## src/rtl/fa_64bit_seq_if.sv

```systemverilog
// Operand/result handshake bundle for the chunk-serial 64-bit adder.
// Ovf and its modport entries exist only when FA_OVF_EN is defined.
interface fa_64bit_seq_if #(
  parameter int WIDTH = 64
);
  logic             in_valid;
  logic             in_ready;
  logic [WIDTH-1:0] A;
  logic [WIDTH-1:0] B;
  logic             Cin;
  logic             out_valid;
  logic             out_ready;
  logic [WIDTH-1:0] Sum;
  logic             Cout;
`ifdef FA_OVF_EN
  logic             Ovf;

  modport master (
    output in_valid, A, B, Cin, out_ready,
    input  in_ready, out_valid, Sum, Cout, Ovf
  );

  modport slave (
    input  in_valid, A, B, Cin, out_ready,
    output in_ready, out_valid, Sum, Cout, Ovf
  );
`else
  modport master (
    output in_valid, A, B, Cin, out_ready,
    input  in_ready, out_valid, Sum, Cout
  );

  modport slave (
    input  in_valid, A, B, Cin, out_ready,
    output in_ready, out_valid, Sum, Cout
  );
`endif
endinterface

```

## src/rtl/fa_64bit_seq.sv

```systemverilog
// Chunk-serial adder: Sum = A + B + Cin, one CHUNK-bit slice per cycle with a registered carry.
// Define FA_OVF_EN to add the signed-overflow output Ovf.
module fa_64bit_seq #(
  parameter int WIDTH = 64,
  parameter int CHUNK = 16
) (
  input logic           clk,
  input logic           rst_n,
  fa_64bit_seq_if.slave bus
);

  localparam int NCH = WIDTH / CHUNK;
  localparam int CW  = (NCH > 1) ? $clog2(NCH) : 1;
  localparam int BW  = (WIDTH > 1) ? $clog2(WIDTH) : 1;
  localparam logic [CW-1:0] LAST = CW'(NCH - 1);

  typedef enum logic [1:0] {
    IDLE,
    RUN,
    DONE
  } state_t;

  state_t           state;
  logic [WIDTH-1:0] a_l;
  logic [WIDTH-1:0] b_l;
  logic             carry_reg;
  logic [CW-1:0]    cnt;
  logic [WIDTH-1:0] sum_r;
  logic             cout_r;
  logic             out_valid_r;
  logic             in_ready_r;
`ifdef FA_OVF_EN
  logic             ovf_r;
`endif

  logic [BW-1:0]    base;
  logic [CHUNK-1:0] a_sl;
  logic [CHUNK-1:0] b_sl;
  logic [CHUNK:0]   slice;

  // One slice of the carry chain, selected by the slice counter from the latched operands.
  always_comb begin
    base  = BW'(cnt) * BW'(CHUNK);
    a_sl  = a_l[base +: CHUNK];
    b_sl  = b_l[base +: CHUNK];
    slice = {1'b0, a_sl} + {1'b0, b_sl} + {{CHUNK{1'b0}}, carry_reg};
  end

  always_ff @(posedge clk or negedge rst_n) begin
    if (!rst_n) begin
      state       <= IDLE;
      a_l         <= '0;
      b_l         <= '0;
      carry_reg   <= 1'b0;
      cnt         <= '0;
      sum_r       <= '0;
      cout_r      <= 1'b0;
      out_valid_r <= 1'b0;
      in_ready_r  <= 1'b1;
`ifdef FA_OVF_EN
      ovf_r       <= 1'b0;
`endif
    end else begin
      case (state)
        IDLE: begin
          if (bus.in_valid) begin
            a_l        <= bus.A;
            b_l        <= bus.B;
            carry_reg  <= bus.Cin;
            cnt        <= '0;
            in_ready_r <= 1'b0;
            state      <= RUN;
          end
        end
        RUN: begin
          sum_r[base +: CHUNK] <= slice[CHUNK-1:0];
          carry_reg            <= slice[CHUNK];
          // The counter parks on the last slice rather than wrapping.
          if (cnt == LAST) begin
            cout_r      <= slice[CHUNK];
`ifdef FA_OVF_EN
            ovf_r       <= (a_l[WIDTH-1] == b_l[WIDTH-1]) &&
                           (slice[CHUNK-1] != a_l[WIDTH-1]);
`endif
            out_valid_r <= 1'b1;
            state       <= DONE;
          end else begin
            cnt <= cnt + CW'(1);
          end
        end
        DONE: begin
          if (bus.out_ready) begin
            out_valid_r <= 1'b0;
            in_ready_r  <= 1'b1;
            state       <= IDLE;
          end
        end
        default: state <= IDLE;
      endcase
    end
  end

  assign bus.in_ready  = in_ready_r;
  assign bus.out_valid = out_valid_r;
  assign bus.Sum       = sum_r;
  assign bus.Cout      = cout_r;
`ifdef FA_OVF_EN
  assign bus.Ovf       = ovf_r;
`endif

endmodule

```

## src/flat_wrapper.sv

```systemverilog
// flat-port wrapper written by rule: the top's interface ports become plain ports
module fa_64bit_seq_flat 
#(
  parameter int WIDTH = 64,
  parameter int CHUNK = 16
)
  (clk, rst_n, bus_in_valid, bus_A, bus_B, bus_Cin, bus_out_ready, bus_in_ready, bus_out_valid, bus_Sum, bus_Cout);
  fa_64bit_seq_if #(.WIDTH(WIDTH)) bus_i ();
  input logic clk;
  input logic rst_n;
  input wire logic [$bits(bus_i.in_valid)-1:0] bus_in_valid;
  input wire logic [$bits(bus_i.A)-1:0] bus_A;
  input wire logic [$bits(bus_i.B)-1:0] bus_B;
  input wire logic [$bits(bus_i.Cin)-1:0] bus_Cin;
  input wire logic [$bits(bus_i.out_ready)-1:0] bus_out_ready;
  output wire logic [$bits(bus_i.in_ready)-1:0] bus_in_ready;
  output wire logic [$bits(bus_i.out_valid)-1:0] bus_out_valid;
  output wire logic [$bits(bus_i.Sum)-1:0] bus_Sum;
  output wire logic [$bits(bus_i.Cout)-1:0] bus_Cout;
  assign bus_i.in_valid = bus_in_valid;
  assign bus_i.A = bus_A;
  assign bus_i.B = bus_B;
  assign bus_i.Cin = bus_Cin;
  assign bus_i.out_ready = bus_out_ready;
  assign bus_in_ready = bus_i.in_ready;
  assign bus_out_valid = bus_i.out_valid;
  assign bus_Sum = bus_i.Sum;
  assign bus_Cout = bus_i.Cout;
  fa_64bit_seq #(.WIDTH(WIDTH), .CHUNK(CHUNK)) u_core (.clk(clk), .rst_n(rst_n), .bus(bus_i));
endmodule
```

## config.mk

```make
export PLATFORM = sky130hd
export DESIGN_NAME = fa_64bit_seq_flat
export DESIGN_NICKNAME = d
export VERILOG_FILES = /design/src/rtl/fa_64bit_seq_if.sv /design/src/rtl/fa_64bit_seq.sv /design/src/flat_wrapper.sv
export SDC_FILE = /design/constraint.sdc
export NUM_CORES = 1
export LEC_CHECK = 0
export ABC_AREA = 1
export BUFFER_PORTS_ARGS = -buffer_cell sky130_fd_sc_hd__buf_2
export CAP_MARGIN = 10
export CORE_ASPECT_RATIO = 0.75
export CORE_MARGIN = 4
export CORE_UTILIZATION = 45
export DETAILED_ROUTE_END_ITERATION = 12
export HOLD_SLACK_MARGIN = 0.03
export PLACE_DENSITY = 0.65
export SKIP_LAST_GASP = 1
export SYNTH_ARGS = -nofsm -noshare
export SYNTH_HDL_FRONTEND = slang
export SYNTH_SLANG_ARGS = --single-unit
```

## constraint.sdc

```tcl
create_clock -name clk -period 7.2 [get_ports clk]
set_clock_uncertainty 0.2 [all_clocks]
set_input_delay 0.36 -clock clk [delete_from_list [all_inputs] [get_ports clk]]
set_output_delay 0.36 -clock clk [all_outputs]
set_load 0.03 [all_outputs]
```

==> run metrics <==
placed cell area 0.01062 mm^2; Syn Area/Cell a little under 8 um^2; slew at the pin closest to its max-slew limit around 1.2 ns; CTS tree done; Final ANT Viol Nets 0; Post-CTS Setup Inserts 0; max-slew violations 0; critical path launch point type flop; CP max FO slightly above 90; post-synthesis mux area share 0; Synth Flop Type dfrtp_1; DRC violations left 0; fin nets between 1.5k and 2k; largest net degree at the start of global routing between 100 and 150; maxcap violations 0; switching power share of the total 0.4822; drt initial violations between 600 and 700; Post-synth EDFFs 0; Post-synth ARST share 1.000; f_max around 0.24 GHz; post_cts resized 0; global-route wire length before repair ~45000 um; Cell Rows 45; Synth cell types 32; vias just under 9k; most instantiated cells after synthesis 590 x nand2_1, 199 x dfrtp_1, 81 x o21ai_0, 80 x nor2_1, 49 x inv_1; P_int approximately 0.0033 W; full die area roughly 0.024 mm^2; Final Cycle Share 0.5850; number of synthesized register bits 200; Setup-failing EPs final 0; vias in the first global route roughly 8.8k; GPL Wtd Cong around 0.84; initial antenna violation count 0; core area around 0.02 mm^2; Synth warnings 0; Tightest Hold Check Type in2reg; Cells after Synth around 1.2k; Synth Area in Adders 0.03188; post-synthesis compound-gate area fraction 0.07905; outcome finished, final reports clean; first-pass iteration count of the detailed router 5; total track usage 0.2395; Die X 175.7 um; cts hold-fix bufs approximately 130; Worst EP required between 7 and 8 ns; root buffer cell clkbuf_16; CTS clock-pin slew for the worst setup and hold paths ~0.070 ns; Finished Cell Area between 0.01 and 0.015 mm^2; Worst Setup End Kind flop; Post-Syn Nets around 1.4k; RSZ-0062 raised after global routing no; die height ~130 um; slew margin rel. 0.2188; final worst path period need 4.212 ns; Routed WL between 20000 and 30000 um; Worst IR Drop VDD between 0.0002 and 0.0003 V; Pwr per Cell Area about 500 mW/mm^2; Clock Sinks 200; vias per std cell 4.972; HPWL after DPL 17580 um; synthesized cell area 0.009497 mm^2; leading area contributor after synthesis dfrtp_1; ant diodes 0; worst skew pair latency ~0.44 ns; setup_tns 0 ns; clock power share 0.160; count leader, synth nand2_1; Max Buffers Root-to-Sink 2; Worst Path Class, Setup reg2reg; crit path launch u_core.cnt[0]; Hold Fails Final Rpt 0; layout cells sized above 1 0.1633; CTS buffer count 17; leakage power 6.863 nW; hold path startpoint bus_in_valid; initial core utilization 0.4634; I/O pins 200; Routed WL per cell around 16 um; combinational fraction of design power 0.532; Synth Area in XOR/XNOR 0.006456; Area growth syn-to-layout 32.08%; largest cells by area after synthesis dfrtp_1 52%, nand2_1 23%, o21ai_0 4.3%, nor2_1 3.2%, ha_1 2.8%; main combinational cell family by area after synthesis simple AND/OR/NAND/NOR gates; r2r startpoint u_core.cnt[0]; Synth Area in Simple Gates 0.3062; sequential share of power 0.308; buffers added on ports approximately 200; Net Switching 0.003038 W; htree depth 4; WP data arrival 4.36 ns; GRT overflow 0; top-area cell type share of the netlist area 0.5244; sequential element share of the synthesized area 0.5271
[stage by stage]
step	setup WS (ns)	hold slack [ns]	util	power (W)	instances
after floorplan	4.368	-0.1356	-	0.004313	1209
after global placement	3.058	0.2501	0.5183	0.005201	1633
after detailed placement	2.978	0.2596	0.5183	0.005243	1633
after CTS	2.982	0.2026	0.6120	0.006320	1795
after global routing	2.577	0.2440	0.6120	0.006861	1795
final	2.988	0.2088	0.6120	0.006300	1795
[cells by family after synthesis]
logic type / after synthesis
xor gates and xnor gates: 7
DFF: 200
adders and majority gates: 23
AOI/OAI and AO/OA: 134
buffers and inverters: 113
and+or+nand+nor: 732
[placed cells by master (no fill, tap or decap), drive strengths merged, types with 12 or more instances in the layout]
| cell type | instances |
|---|---|
| a21oi | 12 |
| dfrtp | 199 |
| buf | 201 |
| o21ai | 81 |
| dlygate4sd3 | 131 |
| clkbuf | 23 |
| o22ai | 30 |
| nand3 | 30 |
| inv | 55 |
| nand4 | 18 |
| nand2 | 593 |
| nor2 | 82 |
| ha | 21 |
[worst max-delay path: stages, from the launching register on]
cell	delay [ns]
dfrtp_4	0.82
inv_2	0.96
ha_1	0.38
inv_1	0.47
nor4_4	0.85
inv_1	0.20
o21ai_0	0.23
[per-layer routing]
| metal | wire length [um] | track usage | share of wire | vias to the layer above |
|---|---|---|---|---|
| li1 | - | - | - | 4411 |
| met1 | 13250 | 0.3496 | 0.48 | 4240 |
| met2 | 12820 | 0.3752 | 0.46 | 244 |
| met3 | 1408 | 0.04480 | 0.051 | 29 |
| met4 | 369 | 0.05584 | 0.013 | 0 |
| met5 | 0 | 0 | 0 | - |
[power groups by stage]
stage	registers, W	logic, W	clock network (W)
global route	0.00200	0.00380	0.00107
finish	0.00194	0.00335	0.00101
global placement	0.00194	0.00326	0
floorplan	0.00203	0.00229	0
CTS	0.00193	0.00337	0.00102
detailed placement	0.00194	0.00330	0
[path summary, 6_finish.rpt]
check                           slack (ns)  cells after the start             endpoint
worst max-delay path                  2.99                      6    u_core.bus.Sum[3]
worst min-delay path                  0.21                      4  u_core.bus.in_ready
worst max register to register        2.99                      6    u_core.bus.Sum[3]
worst min register to register        0.27                      2       u_core.b_l[29]
max in group asynchronous             4.79                      3       u_core.a_l[56]
min in group asynchronous             0.45                      2       u_core.b_l[51]
[final cells by class]
type	instances	area [um^2]
clock inverter	9	136.4
inverter	53	201.4
multi-input combinational	896	4030
clock buffer	22	474.2
sequential	200	5010
fill	1842	7951
timing repair buffer	333	2338
tap	282	352.8
Note: power is estimated with default switching activity, not from simulation.
